--- src/rtl/mux_pipe_skid_if.sv ---
// Producer/consumer bundle for mux_pipe_skid: input beat handshake with
// channel select, output beat handshake with select-error flag.
interface mux_pipe_skid_if #(
    parameter int WIDTH  = 64,
    parameter int NUM_IN = 4,
    parameter int ONEHOT = 0
);
    localparam int SEL_W = (ONEHOT != 0) ? NUM_IN
                         : (($clog2(NUM_IN) > 1) ? $clog2(NUM_IN) : 1);

    logic                    in_valid;
    logic                    in_ready;
    logic [SEL_W-1:0]        in_sel;
    logic [NUM_IN*WIDTH-1:0] in_data;
    logic                    out_valid;
    logic                    out_ready;
    logic [WIDTH-1:0]        out_data;
    logic                    out_err;

    modport master (
        output in_valid, in_sel, in_data, out_ready,
        input  in_ready, out_valid, out_data, out_err
    );

    modport slave (
        input  in_valid, in_sel, in_data, out_ready,
        output in_ready, out_valid, out_data, out_err
    );
endinterface

--- src/rtl/mux_pipe_skid.sv ---
// N-input selector feeding a registered valid/ready stage with a one-entry
// skid buffer; in_ready is registered so it never depends on out_ready.
module mux_pipe_skid #(
    parameter int WIDTH  = 64,
    parameter int NUM_IN = 4,
    parameter int ONEHOT = 0
) (
    input  logic               clk,
    input  logic               rst_n,
    input  logic               flush,
    mux_pipe_skid_if.slave     bus
);
    localparam int SEL_W = (ONEHOT != 0) ? NUM_IN
                         : (($clog2(NUM_IN) > 1) ? $clog2(NUM_IN) : 1);

    typedef struct packed {
        logic             err;
        logic [WIDTH-1:0] data;
    } beat_t;

    beat_t w_sel_beat;
    beat_t r_main;
    beat_t r_skid;
    logic  r_main_vld;
    logic  r_skid_vld;
    logic  r_in_rdy;
    logic  w_in_hs;
    logic  w_out_hs;

    generate
        if (ONEHOT != 0) begin : g_onehot
            // Descending scan so the lowest set bit is the last writer and wins.
            always_comb begin
                w_sel_beat     = '0;
                w_sel_beat.err = 1'b1;
                for (int i = NUM_IN - 1; i >= 0; i--) begin
                    if (bus.in_sel[i]) begin
                        w_sel_beat.err  = 1'b0;
                        w_sel_beat.data = bus.in_data[i*WIDTH +: WIDTH];
                    end
                end
            end
        end else begin : g_bin
            always_comb begin
                w_sel_beat     = '0;
                w_sel_beat.err = 1'b1;
                for (int i = 0; i < NUM_IN; i++) begin
                    if (bus.in_sel == SEL_W'(i)) begin
                        w_sel_beat.err  = 1'b0;
                        w_sel_beat.data = bus.in_data[i*WIDTH +: WIDTH];
                    end
                end
            end
        end
    endgenerate

    assign w_in_hs  = bus.in_valid & r_in_rdy;
    assign w_out_hs = r_main_vld & bus.out_ready;

    always_ff @(posedge clk or negedge rst_n) begin
        if (!rst_n) begin
            r_main     <= '0;
            r_skid     <= '0;
            r_main_vld <= 1'b0;
            r_skid_vld <= 1'b0;
            r_in_rdy   <= 1'b0;
        end else if (flush) begin
            r_main_vld <= 1'b0;
            r_skid_vld <= 1'b0;
            r_in_rdy   <= 1'b1;
        end else if (!r_main_vld || w_out_hs) begin
            // Main slot frees up: skid beat first (in_ready was low, so no new beat competes).
            if (r_skid_vld) begin
                r_main     <= r_skid;
                r_main_vld <= 1'b1;
                r_skid_vld <= 1'b0;
            end else if (w_in_hs) begin
                r_main     <= w_sel_beat;
                r_main_vld <= 1'b1;
            end else begin
                r_main_vld <= 1'b0;
            end
            r_in_rdy <= 1'b1;
        end else begin
            if (w_in_hs) begin
                r_skid     <= w_sel_beat;
                r_skid_vld <= 1'b1;
            end
            r_in_rdy <= ~(r_skid_vld | w_in_hs);
        end
    end

    assign bus.in_ready  = r_in_rdy;
    assign bus.out_valid = r_main_vld;
    assign bus.out_data  = r_main.data;
    assign bus.out_err   = r_main.err;
endmodule

--- src/flat_wrapper.sv ---
// flat-port wrapper written by rule: the top's interface ports become plain ports
module mux_pipe_skid_flat 
#(
    parameter int WIDTH  = 64,
    parameter int NUM_IN = 4,
    parameter int ONEHOT = 0
)
  (clk, rst_n, flush, bus_in_valid, bus_in_sel, bus_in_data, bus_out_ready, bus_in_ready, bus_out_valid, bus_out_data, bus_out_err);
  mux_pipe_skid_if #(.WIDTH(WIDTH), .NUM_IN(NUM_IN), .ONEHOT(ONEHOT)) bus_i ();
  input  logic clk;
  input  logic rst_n;
  input  logic flush;
  input wire logic [$bits(bus_i.in_valid)-1:0] bus_in_valid;
  input wire logic [$bits(bus_i.in_sel)-1:0] bus_in_sel;
  input wire logic [$bits(bus_i.in_data)-1:0] bus_in_data;
  input wire logic [$bits(bus_i.out_ready)-1:0] bus_out_ready;
  output wire logic [$bits(bus_i.in_ready)-1:0] bus_in_ready;
  output wire logic [$bits(bus_i.out_valid)-1:0] bus_out_valid;
  output wire logic [$bits(bus_i.out_data)-1:0] bus_out_data;
  output wire logic [$bits(bus_i.out_err)-1:0] bus_out_err;
  assign bus_i.in_valid = bus_in_valid;
  assign bus_i.in_sel = bus_in_sel;
  assign bus_i.in_data = bus_in_data;
  assign bus_i.out_ready = bus_out_ready;
  assign bus_in_ready = bus_i.in_ready;
  assign bus_out_valid = bus_i.out_valid;
  assign bus_out_data = bus_i.out_data;
  assign bus_out_err = bus_i.out_err;
  mux_pipe_skid #(.WIDTH(WIDTH), .NUM_IN(NUM_IN), .ONEHOT(ONEHOT)) u_core (.clk(clk), .rst_n(rst_n), .flush(flush), .bus(bus_i));
endmodule
--- config.mk ---
export PLATFORM = sky130hd
export DESIGN_NAME = mux_pipe_skid_flat
export DESIGN_NICKNAME = d
export VERILOG_FILES = /design/src/rtl/mux_pipe_skid_if.sv /design/src/rtl/mux_pipe_skid.sv /design/src/flat_wrapper.sv
export SDC_FILE = /design/constraint.sdc
export NUM_CORES = 1
export LEC_CHECK = 0
export CAP_MARGIN = 10
export CORE_MARGIN = 2
export CORE_UTILIZATION = 46
export CTS_CLUSTER_DIAMETER = 120
export DETAILED_ROUTE_END_ITERATION = 12
export MAX_ROUTING_LAYER = met4
export PLACE_DENSITY = 0.93
export SETUP_SLACK_MARGIN = 0.2
export SLEW_MARGIN = 20
export SYNTH_ARGS = -nofsm -noshare
export SYNTH_HDL_FRONTEND = slang
export SYNTH_SLANG_ARGS = --single-unit
export TNS_END_PERCENT = 5
--- constraint.sdc ---
create_clock -name clk -period 2.5 [get_ports clk]
set_input_delay 0.5 -clock clk [delete_from_list [all_inputs] [get_ports clk]]
set_output_delay 0.5 -clock clk [all_outputs]
set_load 0.01 [all_outputs]
==> impl_results.md <==
- Status: complete, no violations
- Global-route wire length before repair: 32,500 microns
- Hold Crit Depth: 1
- Max cap viols: 0
- Post-synth net total: 700
- PwrDens: 679 mW/mm^2
- Critical path arrival: 2.22 ns
- Vias in the first global route: 6,236
- Period utilization: 0.770
- Worst hold slack: 0.500 ns
- Syn avg cell area: 17.2 sq um
- Sequential share of the synthesized area: 0.443
- Final wirelength: 20,400 microns
- CTS Sinks: 133
- Fin nets: 1,025
- Synth cell types: 18
- Hold EP: u_core.r_skid[13]$_DFFE_PN0P_
- Clk Tree Root Cell: clkbuf_16
- Cts repair resizes: 0
- Relative slew slack: 0.674
- P_sw: 1.97 mW
- P&R area growth vs syn: 54.3%
- Tot GR Track Use: 0.248
- Die ar.: 0.0174 sq mm
- Layout Utilization: 0.727
- Avg WL per Cell: 20.6 microns
- Commonest non-fill, non-tap cells in the layout: clkdlybuf4s50_1, mux2_2, dfrtp_1, mux4_2, mux2_4
- Register-to-register setup slack: 0.75 ns
- Die extent in y: 132 microns
- Unrepaired setup endpoints after global routing: no
- Antenna fix cells: 0
- Critical Path Sink Type: flop
- Drt first pass iters: 4
- Initial antenna violation count: 0
- Ports: 330
- Worst-Skew Late Latency: 0.42 ns
- Comb power frac: 0.302
- FP Rows: 46
- Synth Cell Area: 0.00751 sq mm
- Residual DRC: 0
- CTS buffer count: 17
- LEAKAGE: 4.64 nW
- Most common cell after layout, fill and taps aside: clkdlybuf4s50_1
- Max Fclk: 520 MHz
- CP Class: in2reg
- Measured slew at the worst slew-check pin: 0.489 ns
- Final worst setup slack: 0.576 ns
- DR iter-0 viols: 184
- Critical path required time: 2.80 ns
- FF-to-FF path depth: 4
- Final hold viol count: 0
- Vias: 5,321
- Core ar.: 0.0159 sq mm
- Post-route ant nets: 0
- Pint: 5.90 mW
- Setup TNS: 0 ns
- Syn. warnings: 0
- # port buffers: 329
- Switching share of total power: 0.250
- TritonCTS clock tree: yes
- Gate Count Post-Synth: 437
- Pin count of the biggest net entering global routing: 72
- Clk slew on worst S/H paths: 0.06 ns
- Flop pwr share: 0.389
- GPL Wtd Cong: 0.802
- CTS Hold Bufs: 1
- Layout cells sized above 1: 0.384
- Setup Fix Bufs, Post-CTS: 0
- Max rail drop VDD: 0.487 mV
- Die X: 132 microns
- Fin crit period: 1.92 ns
- Final Skew: 0.00630 ns
- CTS Buffer Depth: 2
- H-tree depth: 4
- Vias/cell: 5.37
- HP Start: u_core.r_skid[13]$_DFFE_PN0P_
- #FFs+latches synth: 133
- Hold Path Class: reg2reg
- GRT overflow: 0
- Crit start category: primary input
- Fin. max-slew vios: 0
- Starting density of the core: 0.471
- Worst r2r dst: u_core.bus.out_data[35]$_DFFE_PN0P_
- Crit path max fanout: 65
- Final setup violation count: 0
- Part of the power in the clock network: 0.309
- Pre-CTS WS: 0.176 ns
- Post-detail-place hpwl: 15,200 microns
- FF-to-FF Start: u_core.bus.out_valid$_DFFE_PN0N_
synthesized netlist by cell type:
master | n | area [sq um]
buf_2 | 13 | 65.1
nand2b_1 | 1 | 6.26
clkbuf_1 | 6 | 22.5
mux4_1 | 4 | 105
buf_6 | 3 | 33.8
mux2i_1 | 1 | 10.0
nand2_1 | 2 | 7.51
mux2_4 | 60 | 901
buf_12 | 6 | 120
clkdlybuf4s18_1 | 1 | 10.0
mux4_2 | 60 | 1350
dfrtp_1 | 133 | 3330
inv_1 | 2 | 7.51
nor3_1 | 3 | 15.0
buf_1 | 6 | 22.5
mux2_2 | 132 | 1490
nor2b_1 | 2 | 12.5
a21oi_1 | 2 | 10.0
cells by family (layout without fill, tap and decap cells):
kind of cell | count (synthesis) | after routing | share of synthesized area
multiplexers | 257 | 257 | 0.513
flip-flops | 133 | 133 | 0.443
buffers and inverters | 37 | 374 | 0.0375
AND/OR/NAND/NOR | 8 | 8 | 0.00549
AO/OA/AOI/OAI | 2 | 2 | 0.00133
registers in the layout (all words and copies together), names as in the netlist:
name	flops
u_core.bus.out_valid	1
u_core.bus.out_err	1
u_core.r_skid_vld	1
u_core.bus.out_data	64
u_core.bus.in_ready	1
u_core.r_skid	65
critical path, cell delays in order:
cell	delay [ns]
clkdlybuf4s50_1	0.43
nand2b_1	0.21
nor3_2	0.27
buf_12	0.37
mux2_2	0.40
worst max-delay path by stage:
| stage | start | to | slack (ns) | depth (start not counted) |
|---|---|---|---|---|
| after floorplan | bus_in_sel[1] | u_core.bus.out_data[0]$_DFFE_PN0P_ | 0.51 | 5 |
| after global placement | bus_in_valid | u_core.bus.out_data[35]$_DFFE_PN0P_ | 0.26 | 5 |
| after detailed placement | bus_out_ready | u_core.r_skid[29]$_DFFE_PN0P_ | 0.18 | 5 |
| after CTS | u_core.bus.out_data[27]$_DFFE_PN0P_ | bus_out_data[27] | 0.61 | 1 |
| after global routing | bus_out_ready | u_core.r_skid[37]$_DFFE_PN0P_ | 0.55 | 5 |
| final | bus_out_ready | u_core.r_skid[37]$_DFFE_PN0P_ | 0.58 | 5 |
per-stage QoR:
stage / instances / area [sq um] / total power [mW]
after floorplan: 437 / 7510 / 4.19
after global placement: 958 / 11000 / 5.32
after detailed placement: 958 / 11000 / 5.46
after CTS: 990 / 11600 / 7.94
after global routing: 990 / 11600 / 8.20
final: 990 / 11600 / 7.87
per-layer routing:
layer / part of all wire / vias up / wire, microns / global-route usage
li1: - / 2339 / - / -
met1: 0.37 / 2680 / 7620 / 0.269
met2: 0.53 / 256 / 10900 / 0.436
met3: 0.064 / 46 / 1310 / 0.0584
met4: 0.031 / 0 / 635 / 0.103
met5: 0 / - / 0 / -
power by group through the flow:
stage,Combinational (mW),Clock (mW),Sequential [mW]
after floorplan,1.08,0,3.11
after global placement,2.28,0,3.03
after detailed placement,2.39,0,3.08
after CTS,2.40,2.48,3.06
after global routing,2.51,2.56,3.13
final,2.37,2.43,3.06
cell type report:
| type | count | area, sq um |
|---|---|---|
| multi-input combinational | 267 | 3920 |
| inverter | 2 | 7.51 |
| fill | 994 | 4350 |
| timing repair buffer | 341 | 3490 |
| clock inverter | 8 | 100 |
| sequential | 133 | 3330 |
| tap | 216 | 270 |
| clock buffer | 23 | 478 |
(Power assumes the default switching activity.)
